File: src/rtl/alu_bist_pkg.sv
// Shared definitions for the ALU self-test sequencer: opcode constants,
// sweep sizes, FSM state encoding and the {sel, x, y} vector layout.
package alu_bist_pkg;

  localparam int unsigned DATA_W    = 4;
  localparam int unsigned SEL_W     = 4;
  localparam int unsigned VEC_W     = SEL_W + 2 * DATA_W;
  localparam int unsigned CNT_W     = 12;
  localparam int unsigned NUM_SEL   = 12;
  localparam int unsigned VEC_TOTAL = NUM_SEL * (1 << (2 * DATA_W));

  localparam logic [SEL_W-1:0] SEL_TRANSFER     = 4'h0;
  localparam logic [SEL_W-1:0] SEL_INC          = 4'h1;
  localparam logic [SEL_W-1:0] SEL_ADD          = 4'h2;
  localparam logic [SEL_W-1:0] SEL_ADD_INC      = 4'h3;
  localparam logic [SEL_W-1:0] SEL_SUB1         = 4'h4;
  localparam logic [SEL_W-1:0] SEL_SUB2         = 4'h5;
  localparam logic [SEL_W-1:0] SEL_DEC          = 4'h6;
  localparam logic [SEL_W-1:0] SEL_DEC_TRANSFER = 4'h7;
  localparam logic [SEL_W-1:0] SEL_AND          = 4'h8;
  localparam logic [SEL_W-1:0] SEL_OR           = 4'h9;
  localparam logic [SEL_W-1:0] SEL_XOR          = 4'hA;
  localparam logic [SEL_W-1:0] SEL_NOT          = 4'hB;

  // Index of the final vector (sel=0xB, x=15, y=15)
  localparam logic [VEC_W-1:0] VEC_LAST = VEC_W'(VEC_TOTAL - 1);

  typedef enum logic [1:0] {
    ST_IDLE,
    ST_DRIVE,
    ST_CHECK,
    ST_DONE
  } state_t;

  // y is the least significant field so a plain increment walks y innermost
  typedef struct packed {
    logic [SEL_W-1:0]  sel;
    logic [DATA_W-1:0] x;
    logic [DATA_W-1:0] y;
  } vec_t;

endpackage

File: src/rtl/alu_golden.sv
// Combinational reference for the 4-bit ALU.
// Ports: i_x, i_y, i_sel  - operands and opcode under test
//        o_exp_out        - expected 4-bit result
//        o_exp_c_out      - expected carry-out (meaningful for arithmetic ops)
//        o_cmp_c          - high when carry-out takes part in the compare
module alu_golden
  import alu_bist_pkg::*;
(
  input  logic [DATA_W-1:0] i_x,
  input  logic [DATA_W-1:0] i_y,
  input  logic [SEL_W-1:0]  i_sel,
  output logic [DATA_W-1:0] o_exp_out,
  output logic              o_exp_c_out,
  output logic              o_cmp_c
);

  logic [DATA_W-1:0] w_b;
  logic              w_cin;
  logic [DATA_W:0]   w_sum;

  // Arithmetic ops are all x + B + cin; cin is the opcode LSB
  always_comb begin
    w_b   = '0;
    w_cin = i_sel[0];
    case (i_sel)
      SEL_ADD, SEL_ADD_INC:  w_b = i_y;
      SEL_SUB1, SEL_SUB2:    w_b = ~i_y;
      SEL_DEC, SEL_DEC_TRANSFER: w_b = '1;
      default:               w_b = '0;
    endcase
    w_sum = {1'b0, i_x} + {1'b0, w_b} + (DATA_W + 1)'(w_cin);
  end

  always_comb begin
    o_exp_out   = w_sum[DATA_W-1:0];
    o_exp_c_out = w_sum[DATA_W];
    o_cmp_c     = ~i_sel[SEL_W-1];
    case (i_sel)
      SEL_AND: o_exp_out = i_x & i_y;
      SEL_OR:  o_exp_out = i_x | i_y;
      SEL_XOR: o_exp_out = i_x ^ i_y;
      SEL_NOT: o_exp_out = ~i_x;
      default: o_exp_out = w_sum[DATA_W-1:0];
    endcase
  end

endmodule

File: src/rtl/alu_bist.sv
// Self-test sequencer for the 4-bit ALU: sweeps all 12 x 16 x 16 vectors,
// compares each response with alu_golden and reports counts plus the first
// failing vector.
// Ports: clk, reset_n (async active-low), start, abort   - control
//        alu_x, alu_y, alu_select (registered)           - stimulus to ALU
//        alu_out, alu_c_out                              - ALU response
//        busy, done                                      - sweep status
//        pass_cnt, fail_cnt                              - result counts
//        have_fail, ff_sel, ff_x, ff_y                   - first failure
module alu_bist
  import alu_bist_pkg::*;
#(
  parameter int unsigned SETTLE = 1
) (
  input  logic              clk,
  input  logic              reset_n,
  input  logic              start,
  input  logic              abort,
  output logic [DATA_W-1:0] alu_x,
  output logic [DATA_W-1:0] alu_y,
  output logic [SEL_W-1:0]  alu_select,
  input  logic [DATA_W-1:0] alu_out,
  input  logic              alu_c_out,
  output logic              busy,
  output logic              done,
  output logic [CNT_W-1:0]  pass_cnt,
  output logic [CNT_W-1:0]  fail_cnt,
  output logic              have_fail,
  output logic [SEL_W-1:0]  ff_sel,
  output logic [DATA_W-1:0] ff_x,
  output logic [DATA_W-1:0] ff_y
);

  localparam int unsigned        SET_W    = (SETTLE > 1) ? $clog2(SETTLE) : 1;
  localparam logic [SET_W-1:0]   SET_LAST = SET_W'(SETTLE - 1);

  state_t            r_state;
  state_t            w_state_nxt;
  vec_t              r_vec;
  vec_t              r_ff;
  logic [SET_W-1:0]  r_settle;
  logic [CNT_W-1:0]  r_pass;
  logic [CNT_W-1:0]  r_fail;
  logic              r_have_fail;
  logic              r_busy;
  logic              r_done;

  logic              w_accept;
  logic              w_commit;
  logic              w_match;
  logic [DATA_W-1:0] w_exp_out;
  logic              w_exp_c_out;
  logic              w_cmp_c;

  alu_golden u_golden (
    .i_x        (r_vec.x),
    .i_y        (r_vec.y),
    .i_sel      (r_vec.sel),
    .o_exp_out  (w_exp_out),
    .o_exp_c_out(w_exp_c_out),
    .o_cmp_c    (w_cmp_c)
  );

  // Case equality so that X/Z on a compared ALU bit never counts as a match
  assign w_match = (alu_out === w_exp_out) &&
                   (!w_cmp_c || (alu_c_out === w_exp_c_out));

  // State register
  always_ff @(posedge clk or negedge reset_n) begin
    if (!reset_n) r_state <= ST_IDLE;
    else          r_state <= w_state_nxt;
  end

  // Next-state decode; w_commit marks a CHECK closing edge that counts
  always_comb begin
    w_state_nxt = r_state;
    w_accept    = 1'b0;
    w_commit    = 1'b0;
    case (r_state)
      ST_IDLE, ST_DONE: begin
        if (start && !abort) begin
          w_accept    = 1'b1;
          w_state_nxt = ST_DRIVE;
        end
      end
      ST_DRIVE: begin
        if (abort)                      w_state_nxt = ST_IDLE;
        else if (r_settle == SET_LAST)  w_state_nxt = ST_CHECK;
      end
      ST_CHECK: begin
        if (abort) begin
          w_state_nxt = ST_IDLE;
        end else begin
          w_commit    = 1'b1;
          w_state_nxt = (r_vec == VEC_LAST) ? ST_DONE : ST_DRIVE;
        end
      end
      default: w_state_nxt = ST_IDLE;
    endcase
  end

  // Status flags follow the next state so they change on the same edge
  always_ff @(posedge clk or negedge reset_n) begin
    if (!reset_n) begin
      r_busy   <= 1'b0;
      r_done   <= 1'b0;
      r_settle <= '0;
    end else begin
      r_busy   <= (w_state_nxt == ST_DRIVE) || (w_state_nxt == ST_CHECK);
      r_done   <= (w_state_nxt == ST_DONE);
      r_settle <= ((r_state == ST_DRIVE) && (w_state_nxt == ST_DRIVE)) ?
                  r_settle + SET_W'(1) : '0;
    end
  end

  // Vector walker, result counters and first-failure capture
  always_ff @(posedge clk or negedge reset_n) begin
    if (!reset_n) begin
      r_vec       <= '0;
      r_ff        <= '0;
      r_pass      <= '0;
      r_fail      <= '0;
      r_have_fail <= 1'b0;
    end else if (w_accept) begin
      r_vec       <= '0;
      r_ff        <= '0;
      r_pass      <= '0;
      r_fail      <= '0;
      r_have_fail <= 1'b0;
    end else if (w_commit) begin
      if (w_match) begin
        r_pass <= r_pass + CNT_W'(1);
      end else begin
        r_fail <= r_fail + CNT_W'(1);
        if (!r_have_fail) begin
          r_have_fail <= 1'b1;
          r_ff        <= r_vec;
        end
      end
      if (r_vec != VEC_LAST) r_vec <= vec_t'(r_vec + VEC_W'(1));
    end
  end

  assign alu_x      = r_vec.x;
  assign alu_y      = r_vec.y;
  assign alu_select = r_vec.sel;
  assign busy       = r_busy;
  assign done       = r_done;
  assign pass_cnt   = r_pass;
  assign fail_cnt   = r_fail;
  assign have_fail  = r_have_fail;
  assign ff_sel     = r_ff.sel;
  assign ff_x       = r_ff.x;
  assign ff_y       = r_ff.y;

endmodule

File: config.mk
export PLATFORM = sky130hd
export DESIGN_NAME = alu_bist
export DESIGN_NICKNAME = d
export VERILOG_FILES = /design/src/rtl/alu_bist_pkg.sv /design/src/rtl/alu_golden.sv /design/src/rtl/alu_bist.sv
export SDC_FILE = /design/constraint.sdc
export NUM_CORES = 1
export LEC_CHECK = 0
export ABC_AREA = 0
export CAP_MARGIN = 15
export CORE_MARGIN = 2
export CORE_UTILIZATION = 40
export DETAILED_ROUTE_END_ITERATION = 8
export PLACE_DENSITY_LB_ADDON = 0.3
export SYNTH_ARGS = -nofsm -noshare
export SYNTH_HDL_FRONTEND = slang
export SYNTH_HIERARCHICAL = 1
export SYNTH_SLANG_ARGS = --single-unit
export TNS_END_PERCENT = 20
File: constraint.sdc
create_clock -name clk -period 9.3 [get_ports clk]
set_clock_uncertainty 0.15 [all_clocks]
set_input_delay 1.395 -clock clk [delete_from_list [all_inputs] [get_ports clk]]
set_output_delay 1.395 -clock clk [all_outputs]
set_load 0.1 [all_outputs]
==> run summary, run 1 <==
run status: finished clean
post-synth net total: 407
Row Count: 34
Setup Buffers After CTS: 0
number of primary I/O pins: 60
maximum number of pins on one net before global-route repair: 59
RSZ-0062 raised after global routing: no
commonest cells after routing, fill and taps aside: clkdlybuf4s50_1, nand2_1, dfrtp_1
maximum ir drop on the vdd rail: 0.136 mV
post-route fraction of the period consumed by the critical path: 43.7%
tightest slew margin relative to the limit: 24.2%
number of slew-limit violations in the final report: 0
clk slew on worst S/H paths: 0.10 ns
largest buffer count on any clock path: 2
ant diodes: 0
starting density of the core: 41.2%
worst reg2reg path startpoint: alu_select[1]
half-perimeter wire length after placement: 5840 um
yosys warns: 6
timing-limited maximum frequency: 0.246 GHz
measured slew at the worst slew-check pin: 1.14 ns
layout cells sized above 1: 7.49%
Post-synth ARST share: 100%
total die area: 0.00976 sq mm
Hold Fails Final Rpt: 0
Max H-tree Level: 2
post-synthesis sequential area ratio: 37.6%
number of design rule violations left after detail routing: 0
post-detailed-route wirelength per cell: 16.0 um
die height: 98.8 um
leftover overflow at the end of global routing: 0
predominant post-synthesis flop cell: dfrtp_1
count of flip-flops with a built-in enable after synthesis: 0
cell leakage power: 1.89 nW
crit-path max FO: 30
Port-buffer cells: 59
worst skew pair latency: 0.31 ns
number of antenna-violating nets in the routed design: 0
post-layout instance count excluding filler cells: 535
most common library cell in the layout ignoring fill and taps: clkdlybuf4s50_1
required arrival time at the worst endpoint: 9.35 ns
TritonCTS clock tree: built
final net count: 455
average via count per standard cell: 5.55
width of the die: 98.8 um
Area growth, synth to finish: 20.7%
total of fill cells in the finished design: 806
type of the setup path with the least slack: flip-flop to flip-flop
total of endpoints with negative setup slack in the final report: 0
start point of the critical path: alu_select[1]
Post-Syn Area: 0.00359 sq mm
number of instances in the placed design: 527
vias in the first global route: 2,788
time the worst path needs with I/O delays and setup: 4.07 ns
average instance area after synthesis: 9.51 sq um
clock tree sinks: 54
All-Layer GR Usage: 17.7%
Inserted Clock Buffers: 5
number of antenna violations at the first check in global routing: 0
launch instance of the worst min-delay path: r_settle
first-pass GRT wire length: 14,200 um
via count: 2,970
startpoint types: flip-flop
CORE AREA: 0.00872 sq mm
number of maximum-capacitance violations: 0
count of unique library cells instantiated by Yosys: 60
Syn Inst Count: 378
type of the tightest min-delay check: flip-flop to flip-flop
final total negative setup slack: 0 ns
Initial DRT Pass Iterations: 4
crit end category: flip-flop
data arrival time of the critical path: 4.12 ns
routability-driven placement congestion ratio: 0.821
number of hold buffers added after cts: 0
total length of routed wires: 8540 um
Root Driver: clkbuf_8
First DRT Iteration DRCs: 161
power density cells: 154 mW/mm^2
CTS-repair resized insts: 0
post-synthesis sequential element count: 54
-- through the flow --
stage	setup slack, ns	utilization [%]	hold WS, ns	instance area, sq um	total power, mW
2_1_floorplan	5.34	-	0.272	3590	0.446
3_3_place_gp	5.36	48.4	0.297	4220	0.499
3_5_place_dp	5.29	48.4	0.300	4220	0.503
4_1_cts	5.26	49.8	0.314	4340	0.676
5_1_grt	4.97	49.8	0.338	4340	0.708
6_report	5.23	49.8	0.312	4340	0.668
-- registers in the layout, summed over array words and instances, names as in the netlist, 2 cells and up --
signal	count
alu_select	4
alu_x	4
alu_y	4
fail_cnt	12
ff_sel	4
ff_x	4
ff_y	4
pass_cnt	12
r_state	2
-- cell families after synthesis --
logic type	after synthesis	share of synthesized area, %
xor+xnor	8	2.16
simple gates	142	20.7
mux	35	11.5
buf+inv	48	6.06
flops	54	37.6
fa+ha+maj	20	7.38
compound gates	71	14.7
-- critical path, stage by stage, from the launching register on --
cell      delay (ns)
dfrtp_1         0.62
mux2_2          0.24
nand2_1         0.06
fa_1            0.40
fa_1            0.42
xnor2_1         0.14
mux2_2          0.26
xnor2_1         0.18
and4_1          0.97
a211oi_1        0.18
mux2_2          0.32
-- path summary, 6_finish.rpt --
check | end | slack (ns) | cells past startpoint
worst min-delay path | r_settle | 0.31 | 1
worst max-delay path | fail_cnt[9] | 5.23 | 10
worst max register to register | fail_cnt[9] | 5.23 | 10
worst min register to register | r_settle | 0.31 | 1
max in group asynchronous | ff_x[0] | 7.46 | 2
min in group asynchronous | ff_sel[0] | 1.05 | 2
-- metal layers --
| layer | part of all wire [%] | track usage [%] |
|---|---|---|
| met5 | 0 | 0 |
| met4 | 1.2 | 4.11 |
| met3 | 3.8 | 3.05 |
| met2 | 49 | 29.1 |
| met1 | 46 | 24.5 |
-- cells in the mapped netlist, types with 5 or more instances --
| library cell | count | area share (%) |
|---|---|---|
| nand2_1 | 56 | 5.8 |
| dfrtp_1 | 54 | 38 |
| mux2i_1 | 28 | 7.8 |
| inv_1 | 27 | 2.8 |
| a21oi_1 | 21 | 2.9 |
| ha_1 | 18 | 6.3 |
| nor2_1 | 17 | 1.8 |
| nand2b_1 | 13 | 2.3 |
| o21ai_0 | 13 | 1.8 |
| buf_2 | 9 | 1.3 |
| nand4_1 | 9 | 1.6 |
| nand3_1 | 8 | 1.1 |
| clkbuf_1 | 6 | 0.63 |
| xnor2_1 | 6 | 1.5 |
| a211oi_1 | 5 | 1.0 |
| or4_1 | 5 | 1.0 |
-- final cells by class --
cell class	count	area [sq um]	share of cell area, %
sequential	54	1350	31.1
tap	108	135	3.11
clock buffer	6	82.6	1.90
clock inverter	2	38.8	0.894
timing repair buffer	61	601	13.8
multi-input combinational	276	2030	46.7
inverter	28	105	2.42
-- where the power goes --
group | switching (mW) | internal (mW) | leakage [nW]
Combinational | 0.165 | 0.0587 | 1.08
Sequential | 0.0217 | 0.251 | 0.749
Clock | 0.0836 | 0.0888 | 0.0618
Note: power is estimated with default switching activity, not from simulation.
==> inputs of run 2 (changes only) <==
clock period = 3.65 ns   (was 9.3 ns; I/O delays follow)
==> run summary, run 2 (same netlist as run 1, synthesis figures left out) <==
leftover overflow at the end of global routing: 0
clk slew on worst S/H paths: 0.10 ns
worst skew pair latency: 0.30 ns
required arrival time at the worst endpoint: 3.69 ns
share of power burned in the clock network: 20.0%
maximum single-stage delay on the critical path: 0.41 ns
part of the total power dissipated in combinational logic: 38.1%
Max H-tree Level: 2
number of slew-limit violations in the final report: 0
total of fill cells in the finished design: 847
cells on worst reg2reg path: 11
Area growth, synth to finish: 23.6%
commonest cells after routing, fill and taps aside: nand2_1, clkdlybuf4s50_1, dfrtp_1
CORE AREA: 0.00872 sq mm
total length of routed wires: 8830 um
final total negative setup slack: 0 ns
startpoint types: flip-flop
All-Layer GR Usage: 18.7%
crit end category: flip-flop
WP buf/inv: 1
Inserted Clock Buffers: 5
power density cells: 366 mW/mm^2
number of gates on the worst path with buffers counted: 11
total die area: 0.00976 sq mm
number of antenna-violating nets in the routed design: 0
first-pass GRT wire length: 14,700 um
largest buffer count on any clock path: 2
maximum ir drop on the vdd rail: 0.250 mV
Initial DRT Pass Iterations: 4
vias in the first global route: 2,940
post-detailed-route wirelength per cell: 16.0 um
Hold Fails Final Rpt: 0
clock tree sinks: 54
width of the die: 98.8 um
Row Count: 34
timing-limited maximum frequency: 0.296 GHz
Setup Buffers After CTS: 0
First DRT Iteration DRCs: 72
sequence of cells on the critical path: mux2_2 > nand2_1 > fa_1 > fa_1 > inv_1 > a21oi_1 > o21bai_1 > xor2_2 > nand2_1 > a211oi_1 > mux2_2
design internal power: 952 uW
layout cells sized above 1: 13.3%
CTS-repair resized insts: 0
RSZ-0062 raised after global routing: no
Root Driver: clkbuf_8
switching power share of the total: 41.4%
part of the power in registers: 41.9%
routability-driven placement congestion ratio: 0.824
crit-path max FO: 8
half-perimeter wire length after placement: 6480 um
average via count per standard cell: 5.52
total of endpoints with negative setup slack in the final report: 0
run status: finished clean
final setup margin: 0.272 ns
maximum number of pins on one net before global-route repair: 41
post-route fraction of the period consumed by the critical path: 92.5%
number of primary I/O pins: 60
number of antenna violations at the first check in global routing: 0
most common library cell in the layout ignoring fill and taps: nand2_1
measured slew at the worst slew-check pin: 0.987 ns
Port-buffer cells: 59
die height: 98.8 um
time the worst path needs with I/O delays and setup: 3.38 ns
number of design rule violations left after detail routing: 0
starting density of the core: 41.2%
via count: 3,054
Worst Setup Slack post-DPL: 0.300 ns
total net switching power: 673 uW
final net count: 473
TritonCTS clock tree: built
number of hold buffers added after cts: 0
ant diodes: 0
data arrival time of the critical path: 3.42 ns
number of maximum-capacitance violations: 0
highest-delay cell along the critical path: dfrtp_2
tightest slew margin relative to the limit: 34.0%
type of the setup path with the least slack: flip-flop to flip-flop
Top Family by Delay on Critical Path: adder cells
type of the tightest min-delay check: input pin to asynchronous set/reset pin
cell leakage power: 1.96 nW
## run 2: cell count changes in the layout (fill, tap and decap cells not counted)
cell / delta
dfrtp_4: +1
clkbuf_8: -1
dfrtp_1: -7
inv_6: -1
clkbuf_1: +3
bufinv_16: -1
buf_4: +22
clkdlybuf4s50_1: -5
dfrtp_2: +6
buf_12: +1
## run 2: power by group through the flow
stage	Clock (mW)	Sequential, mW	Combinational (mW)
5_1_grt	0.362	0.688	0.675
3_5_place_dp	0	0.693	0.622
3_3_place_gp	0	0.692	0.607
6_report	0.324	0.681	0.620
2_1_floorplan	0	0.896	0.242
4_1_cts	0.340	0.681	0.622
## run 2: metrics by stage
| step | util [%] | cells | power [mW] | hold slack [ns] | area (sq um) |
|---|---|---|---|---|---|
| after floorplan | - | 378 | 1.14 | 0.102 | 3610 |
| after detailed placement | 50.0 | 545 | 1.31 | 0.295 | 4360 |
| after global routing | 51.0 | 553 | 1.73 | 0.285 | 4440 |
| final | 51.0 | 553 | 1.62 | 0.221 | 4440 |
| after CTS | 51.0 | 553 | 1.64 | 0.249 | 4440 |
| after global placement | 50.0 | 545 | 1.30 | 0.296 | 4360 |
## run 2: worst reg2reg max path, stage by stage (launching register included)
cell	delay [ns]
dfrtp_2	0.41
mux2_2	0.22
nand2_1	0.06
fa_1	0.41
fa_1	0.41
inv_1	0.07
a21oi_1	0.05
o21bai_1	0.21
xor2_2	0.25
nand2_1	0.28
a211oi_1	0.37
mux2_2	0.37
## run 2: cell type report
class                      instances  area [sq um]  area share, %
multi-input combinational        276          2030           45.6
inverter                          28           105           2.36
tap                              108           135           3.04
sequential                        54          1360           30.7
timing repair buffer              79           736           16.6
clock buffer                       8          80.1           1.80
## run 2: per-layer routing
metal	up-vias	global-route usage, %	wire length (um)
li1	1481	-	-
met1	1496	25.4	4050
met2	68	31.3	4300
met3	9	2.77	355
met4	0	4.74	119
met5	-	0	0
## run 2: worst paths after layout
check | startpoint | endpoint | slack, ns
setup / recovery | alu_y[0] | fail_cnt[9] | 0.27
min in group clk | r_settle | r_settle | 0.31
hold reg to reg | r_settle | r_settle | 0.31
setup reg to reg | alu_y[0] | fail_cnt[9] | 0.27
max in group asynchronous | reset_n | fail_cnt[5] | 2.37
hold / removal | reset_n | pass_cnt[8] | 0.22
